===== src/rtl/axi_rd_arbiter.sv =====
// Two-requester (IF/MEM) single-beat AXI read arbiter; one read outstanding, address registered one cycle after grant.
// MEM wins ties; define IF_STARVE_GUARD_EN to force an IF grant after three MEM grants made while IF waited.
module axi_rd_arbiter (
    input  logic        clk,
    input  logic        reset,
    input  logic        if_req,
    input  logic [31:0] if_addr,
    output logic        if_addr_ack,
    input  logic        if_flush,
    output logic [31:0] if_rdata,
    output logic        if_rvalid,
    input  logic        if_rready,
    input  logic        mem_req,
    input  logic [31:0] mem_addr,
    output logic        mem_addr_ack,
    output logic [31:0] mem_rdata,
    output logic        mem_rvalid,
    input  logic        mem_rready,
    output logic [3:0]  arid,
    output logic [31:0] araddr,
    output logic        arvalid,
    input  logic        arready,
    output logic [3:0]  arlen,
    output logic [2:0]  arsize,
    output logic [1:0]  arburst,
    output logic [1:0]  arlock,
    output logic [3:0]  arcache,
    output logic [2:0]  arprot,
    input  logic [3:0]  rid,
    input  logic [31:0] rdata,
    input  logic [1:0]  rresp,
    input  logic        rlast,
    input  logic        rvalid,
    output logic        rready
);

    typedef enum logic [1:0] {S_IDLE, S_ADDR, S_DATA} state_e;

    state_e      state_q, state_d;
    logic        owner_mem_q, owner_mem_d;
    logic [31:0] addr_q, addr_d;
    logic        discard_q, discard_d;
    logic        if_ack_q, if_ack_d;
    logic        mem_ack_q, mem_ack_d;
    logic        grant_mem, grant_if;
    logic        force_if;
    logic        unused_ok;

    // Single-beat reads only: id, response and last are not needed.
    assign unused_ok = ^{rid, rresp, rlast};

`ifdef IF_STARVE_GUARD_EN
    logic [1:0] starve_q, starve_d;

    assign force_if = (starve_q == 2'd3) && if_req;

    always_comb begin
        starve_d = starve_q;
        if (grant_if) begin
            starve_d = 2'd0;
        end else if (grant_mem && if_req) begin
            starve_d = starve_q + 2'd1;
        end
    end

    always_ff @(posedge clk) begin
        if (reset) begin
            starve_q <= 2'd0;
        end else begin
            starve_q <= starve_d;
        end
    end
`else
    assign force_if = 1'b0;
`endif

    assign grant_mem = (state_q == S_IDLE) && mem_req && !force_if;
    assign grant_if  = (state_q == S_IDLE) && if_req && !grant_mem;

    always_comb begin
        state_d     = state_q;
        owner_mem_d = owner_mem_q;
        addr_d      = addr_q;
        discard_d   = discard_q;
        if_ack_d    = 1'b0;
        mem_ack_d   = 1'b0;
        case (state_q)
            S_IDLE: begin
                if (grant_mem) begin
                    owner_mem_d = 1'b1;
                    addr_d      = mem_addr;
                    state_d     = S_ADDR;
                end else if (grant_if) begin
                    owner_mem_d = 1'b0;
                    addr_d      = if_addr;
                    state_d     = S_ADDR;
                end
            end
            S_ADDR: begin
                if (arready) begin
                    state_d   = S_DATA;
                    if_ack_d  = !owner_mem_q;
                    mem_ack_d = owner_mem_q;
                end
            end
            S_DATA: begin
                if (rvalid && rready) begin
                    state_d = S_IDLE;
                end
            end
            default: state_d = S_IDLE;
        endcase
        if ((state_q != S_IDLE) && !owner_mem_q && if_flush) begin
            discard_d = 1'b1;
        end
        // A flushed fetch is forgotten once the channel is free again.
        if (state_d == S_IDLE) begin
            discard_d = 1'b0;
        end
    end

    always_ff @(posedge clk) begin
        if (reset) begin
            state_q     <= S_IDLE;
            owner_mem_q <= 1'b0;
            addr_q      <= 32'd0;
            discard_q   <= 1'b0;
            if_ack_q    <= 1'b0;
            mem_ack_q   <= 1'b0;
        end else begin
            state_q     <= state_d;
            owner_mem_q <= owner_mem_d;
            addr_q      <= addr_d;
            discard_q   <= discard_d;
            if_ack_q    <= if_ack_d;
            mem_ack_q   <= mem_ack_d;
        end
    end

    // kseg0/kseg1 fold onto physical address zero.
    assign araddr = ((addr_q[31:29] == 3'b100) || (addr_q[31:29] == 3'b101))
                    ? {3'b000, addr_q[28:0]} : addr_q;
    assign arid         = {3'b000, owner_mem_q};
    assign arvalid      = (state_q == S_ADDR);
    assign if_addr_ack  = if_ack_q;
    assign mem_addr_ack = mem_ack_q;

    assign arlen   = 4'd0;
    assign arsize  = 3'b010;
    assign arburst = 2'b00;
    assign arlock  = 2'b00;
    assign arcache = 4'd0;
    assign arprot  = 3'b001;

    always_comb begin
        rready     = 1'b0;
        if_rdata   = 32'd0;
        if_rvalid  = 1'b0;
        mem_rdata  = 32'd0;
        mem_rvalid = 1'b0;
        if (state_q == S_DATA) begin
            if (owner_mem_q) begin
                rready     = mem_rready;
                mem_rdata  = rdata;
                mem_rvalid = rvalid;
            end else begin
                rready    = discard_q || if_rready;
                if_rdata  = rdata;
                if_rvalid = rvalid && !discard_q;
            end
        end
    end

endmodule

===== config.mk =====
export PLATFORM = sky130hd
export DESIGN_NAME = axi_rd_arbiter
export DESIGN_NICKNAME = d
export VERILOG_FILES = /design/src/rtl/axi_rd_arbiter.sv
export SDC_FILE = /design/constraint.sdc
export NUM_CORES = 1
export LEC_CHECK = 0
export ABC_AREA = 0
export BUFFER_PORTS_ARGS = -buffer_cell sky130_fd_sc_hd__buf_2
export CAP_MARGIN = 10
export CORE_MARGIN = 4
export CORE_UTILIZATION = 35
export DETAILED_ROUTE_END_ITERATION = 8
export PLACE_DENSITY = 0.9
export REMOVE_ABC_BUFFERS = 1
export SYNTH_ARGS = -nofsm -noshare
export SYNTH_HDL_FRONTEND = slang
export SYNTH_SLANG_ARGS = --single-unit
export TNS_END_PERCENT = 10

===== constraint.sdc =====
create_clock -name clk -period 1.2 [get_ports clk]
set_input_delay 0.06 -clock clk [delete_from_list [all_inputs] [get_ports clk]]
set_output_delay 0.06 -clock clk [all_outputs]
set_load 0.01 [all_outputs]

# [Word-level counts from Yosys, hierarchy flattened]
# Cells that the tools add are included.
[totals] reg_bits=38 input_bits=112 out_inout_bits=124 wordCells=51
[classes] n_eq_ne=4 mux=20 bitwise=2 n_reduce_logical=19
[op_table] op="32-bit two-way mux" n=7
[op_table] op="1-bit two-way mux" n=8
[op_table] op="2-bit two-way mux" n=4
[op_table] op="1-bit logical AND" n=7
[op_table] op="3-bit == test, second input constant" n=2
[op_table] op="2-bit one-hot mux with 3 select lines" n=1
[op_table] op="2-bit zero test" n=2
[op_table] op="2-bit nonzero test" n=2
[op_table] op="1-bit zero test" n=3
[op_table] op="3-bit OR reduction" n=1
[op_table] op="2-bit by 1-bit == test with 1-bit output, second input constant" n=1
[op_table] op="2-bit == test, second input constant" n=1
[op_table] op="1-bit logical OR" n=2
[op_table] op="1-bit inverter" n=2
[op_table] op="2-bit AND reduction" n=1
[op_table] op="2-bit OR reduction" n=1

# [Depth between registers and ports, before layout]
[depth] depth_word=9 ltp_mapped=7 mapped_depth_nobuf=3

# [Worst setup path after synthesis]
# Ideal clock, no wire load.
[synth_timing] path_kind="register -> register" from="reg state_q[1]" to="reg addr_q[11]" arrival_ns=1.148 setup_slack_ns=-0.030 path_stages_with_launch=5 synth_period_minus_slack_ns=1.230 path_cell_list="dfxtp_1 nor2_1 clkbuf_1 a21oi_1 a211oi_2"
[synth_between] elab_chain_len=6 word_cells_on_any_way=8 cone_classes="1 x mux; 7 x reduce/logical"
[synth_lines] item="start, declared" line="39" rtl="state_e state_q, state_d;"
[synth_lines] item="start signal, assigned" line="131" rtl="state_q <= state_d;"
[synth_lines] item="2-bit zero test (*)" line="77, 78, 87"
[synth_lines] item="1-bit logical AND" line="77" rtl="assign grant_mem = (state_q == S_IDLE) && mem_req && !force_if;"
[synth_lines] item="1-bit zero test" line="78" rtl="assign grant_if = (state_q == S_IDLE) && if_req && !grant_mem;"
[synth_lines] item="1-bit logical AND" line="78"
[synth_lines] item="2-bit nonzero test (no source line)"
[synth_lines] item="2-bit AND reduction (no source line)"
[synth_lines] item="end signal, assigned" line="133" rtl="addr_q <= addr_d;"
[synth_lines] item="end, declared" line="41" rtl="logic [31:0] addr_q, addr_d;"
# Mark *: on every way between the ends. The rest lies on a longest branch, timed or not.
# A chain may end at the register's enable or synchronous reset.

# [Worst setup path in the final report]
[layout_timing] from="reg state_q[0]" to="out mem_rdata[23]"
[layout_between] elab_chain_len=2
[layout_lines] item="2-bit == test" line="161" rtl="if (state_q == S_DATA) begin"
[layout_lines] item="32-bit two-way mux" line="161"
[layout_lines] item="end, declared" line="16" rtl="output logic [31:0] mem_rdata,"
# No other way between the ends.

==> metrics.md <==
| Metric | Value |
|---|---|
| Outcome | `finished, violations left` |
| Failing checks | `setup timing` |
| CTS buffer count | `5` |
| Nets@finish | `609` |
| Vias in the first global route | `2,880` |
| Critical path fanouts, max | `33` |
| Fin crit share | `117%` |
| RSZ-0062 raised after global routing | `yes` |
| Largest family of logic cells by synthesized area | `compound AO/OA/AOI/OAI gates` |
| Simple-gate share of the synthesized area | `20.3%` |
| Largest area contributor in the synthesized netlist | `dfxtp_1` |
| Number of port buffers | `207` |
| Setup slack, reg-to-reg | `-0.13 ns` |
| # DRC | `0` |
| PwrDens | `933 mW/mm²` |
| CP Launch Type | `flop` |
| Syn_area_per_cell | `8.73 µm²` |
| Largest net degree at the start of global routing | `34` |
| Cell Rows | `32` |
| Global route overflow | `0` |
| Clock share of power | `23.1%` |
| Lkg Pwr | `2.12 nW` |
| Initial drt markers | `83` |
| CTS H-tree depth | `2` |
| Post-synth EDFFs | `0` |
| Compound-gate portion of the synthesized area | `21.8%` |
| Hold/Removal Path Class | `in2reg` |
| Synth cell count leaders | `67 x and2_1, 51 x buf_4, 38 x dfxtp_1` |
| Peak Freq | `712 MHz` |
| Asr flop ratio synth | `0%` |
| Layout fillers | `725` |
| Final worst setup slack | `-0.205 ns` |
| Initial antenna violation count | `2` |
| Yosys top cell area share | `27.6%` |
| RD Place Congestion | `0.901` |
| Slew Limit Fails | `0` |
| IO Count | `236` |
| Internal cell power | `2.43 mW` |
| MaxCap Viol Count | `0` |
| Root Buffer | `clkbuf_8` |
| Logic pwr share | `35.9%` |
| Cells after Synth | `316` |
| Via count | `2,852` |
| # hold bufs at CTS | `0` |
| Setup crit end kind | `output pin` |
| Final Setup Violations | `99` |
| Synth warn | `0` |
| Mux contribution to synthesized area | `10.9%` |
| Top FF cell, synth | `dfxtp_1` |
| Post-Syn Area | `0.00276 mm²` |
| Critical path arrival | `1.34 ns` |
| All-Layer GR Usage | `18.1%` |
| Hold Path Depth | `4` |
| Most frequent cell after synthesis | `and2_1` |
| Core area | `0.00769 mm²` |
| Setup TNS | `-15.22 ns` |
| Required @ worst endpoint | `1.14 ns` |
| Synth Register Bits | `38` |
| CTS tree | `built` |
| Final Critical Period | `1.40 ns` |
| Area growth syn-to-layout | `41.2%` |
| R2r worst-path depth | `6` |
| Die width | `96.8 µm` |
| Routed Antenna Nets | `0` |
| CTS Buffer Depth | `2` |
| Die outline area | `0.00937 mm²` |
| XOR/XNOR Fraction of Synth Area | `0%` |
| Unique cell type count in the Yosys netlist | `32` |
| Final wirelength | `9250 µm` |
| Final Skew | `0.00566 ns` |
| Register area share after synthesis | `27.6%` |
| Cells taking the most area after synthesis | `dfxtp_1 28%, and2_1 15%, buf_4 14%` |
| Via density | `4.75` |
| TritonRoute pass-1 iters | `4` |
| Adder-cell area share of the yosys netlist | `0%` |
| First-pass GRT wire length | `14,000 µm` |
| Wire per inst | `15.4 µm` |
| Die height | `96.8 µm` |
| Seq pwr share | `41.0%` |
| Share of post-route cells with drive strength above 1 | `57.1%` |
| Sink Count | `38` |
| Max VDD drop | `0.572 mV` |
| Clock Pin Slew Worst Setup and Hold Paths | `0.07 ns` |
| Endpoints failing hold | `0` |
| Sw Ratio | `33.1%` |
| Final Total Pwr | `3.63 mW` |
| WS Path Type | `reg2out` |
| Later-pin clock latency in the skew report | `0.28 ns` |
| DPL Wire Length | `7490 µm` |
| P_sw | `1.20 mW` |
| Starting Density | `35.9%` |
## metrics by stage
stage          instance area [µm²]  cells  hold slack [ns]  worst slack (ns)  util [%]
2_1_floorplan                 2310    258            0.125             -1.02         -
3_3_place_gp                  3690    589            0.359          -0.00960      48.0
3_5_place_dp                  3690    589            0.373           -0.0175      48.0
4_1_cts                       3820    597           0.0648            -0.219      49.6
5_1_grt                       3890    601           0.0906            -0.284      50.7
6_report                      3890    601           0.0670            -0.205      50.7
## repair_timing
action	4_1_cts	5_1_grt
setup endpoints to repair	75	101
cloned	1	1
pin swaps	5	8
endpoints found under the hold margin	0	0
resized for setup	14	16
setup buffers	0	1
## sequential cells by signal, summed over array words and instances, names as in the netlist
name / count
addr_q: 32
discard_q: 1
if_addr_ack: 1
mem_addr_ack: 1
owner_mem_q: 1
state_q: 2
## final timing paths
kind                    from             to
setup / recovery  state_q[0]  mem_rdata[23]
hold reg to reg   addr_q[20]     addr_q[20]
setup reg to reg  state_q[0]     addr_q[25]
hold / removal       arready     state_q[0]
## kinds of logic after synthesis
group / after synthesis
AO/OA/AOI/OAI: 72
buffers and inverters: 79
flip-flops: 38
other: 2
multiplexers: 30
AND/OR/NAND/NOR: 95
## worst max-delay path: stages, from the launching register on
cell	delay, ns
dfxtp_2	0.33
nand2b_4	0.16
nor2_2	0.13
buf_12	0.17
and2_1	0.14
buf_2	0.13
## power by group through the flow
stage	clock (mW)	combinational, mW	sequential, mW
4_1_cts	0.865	1.29	1.49
6_report	0.841	1.30	1.49
5_1_grt	0.915	1.42	1.50
3_5_place_dp	0	1.26	1.51
2_1_floorplan	0	0.543	1.57
3_3_place_gp	0	1.22	1.50
## metal layers
layer  wire, µm  vias to the layer above  GRT usage (%)
met5          0                        -              0
met4        366                        0           8.75
met3        837                       28           4.97
met2       4690                      167           32.9
met1       3350                     1295           19.1
li1           -                     1362              -
## placed cells by master (no fill, tap or decap), drive strengths merged, types with 2 or more instances in the layout
master / Yosys / layout
a21oi: 31 / 31
o21ai: 3 / 3
nand2: 8 / 8
nand2b: 4 / 4
or2: 2 / 2
a211oi: 30 / 30
and2: 68 / 68
inv: 2 / 2
or3: 2 / 2
dfxtp: 38 / 38
nor2: 7 / 7
mux2i: 30 / 30
buf: 59 / 232
nor3: 2 / 2
clkbuf: 18 / 7
conb: 2 / 21
diode: 0 / 2
o2bb2ai: 2 / 2
## cell type report
cell class	instances	area, µm²	share of cell area, %
Multi-Input combinational cell	218	1590	40.7
Timing Repair Buffer	232	1330	34.1
Sequential cell	38	766	19.7
Tap cell	102	128	3.28
Clock buffer	7	76.3	1.96
Inverter	2	7.51	0.193
Antenna cell	2	5.00	0.128
Note: power is estimated with default switching activity, not from simulation.
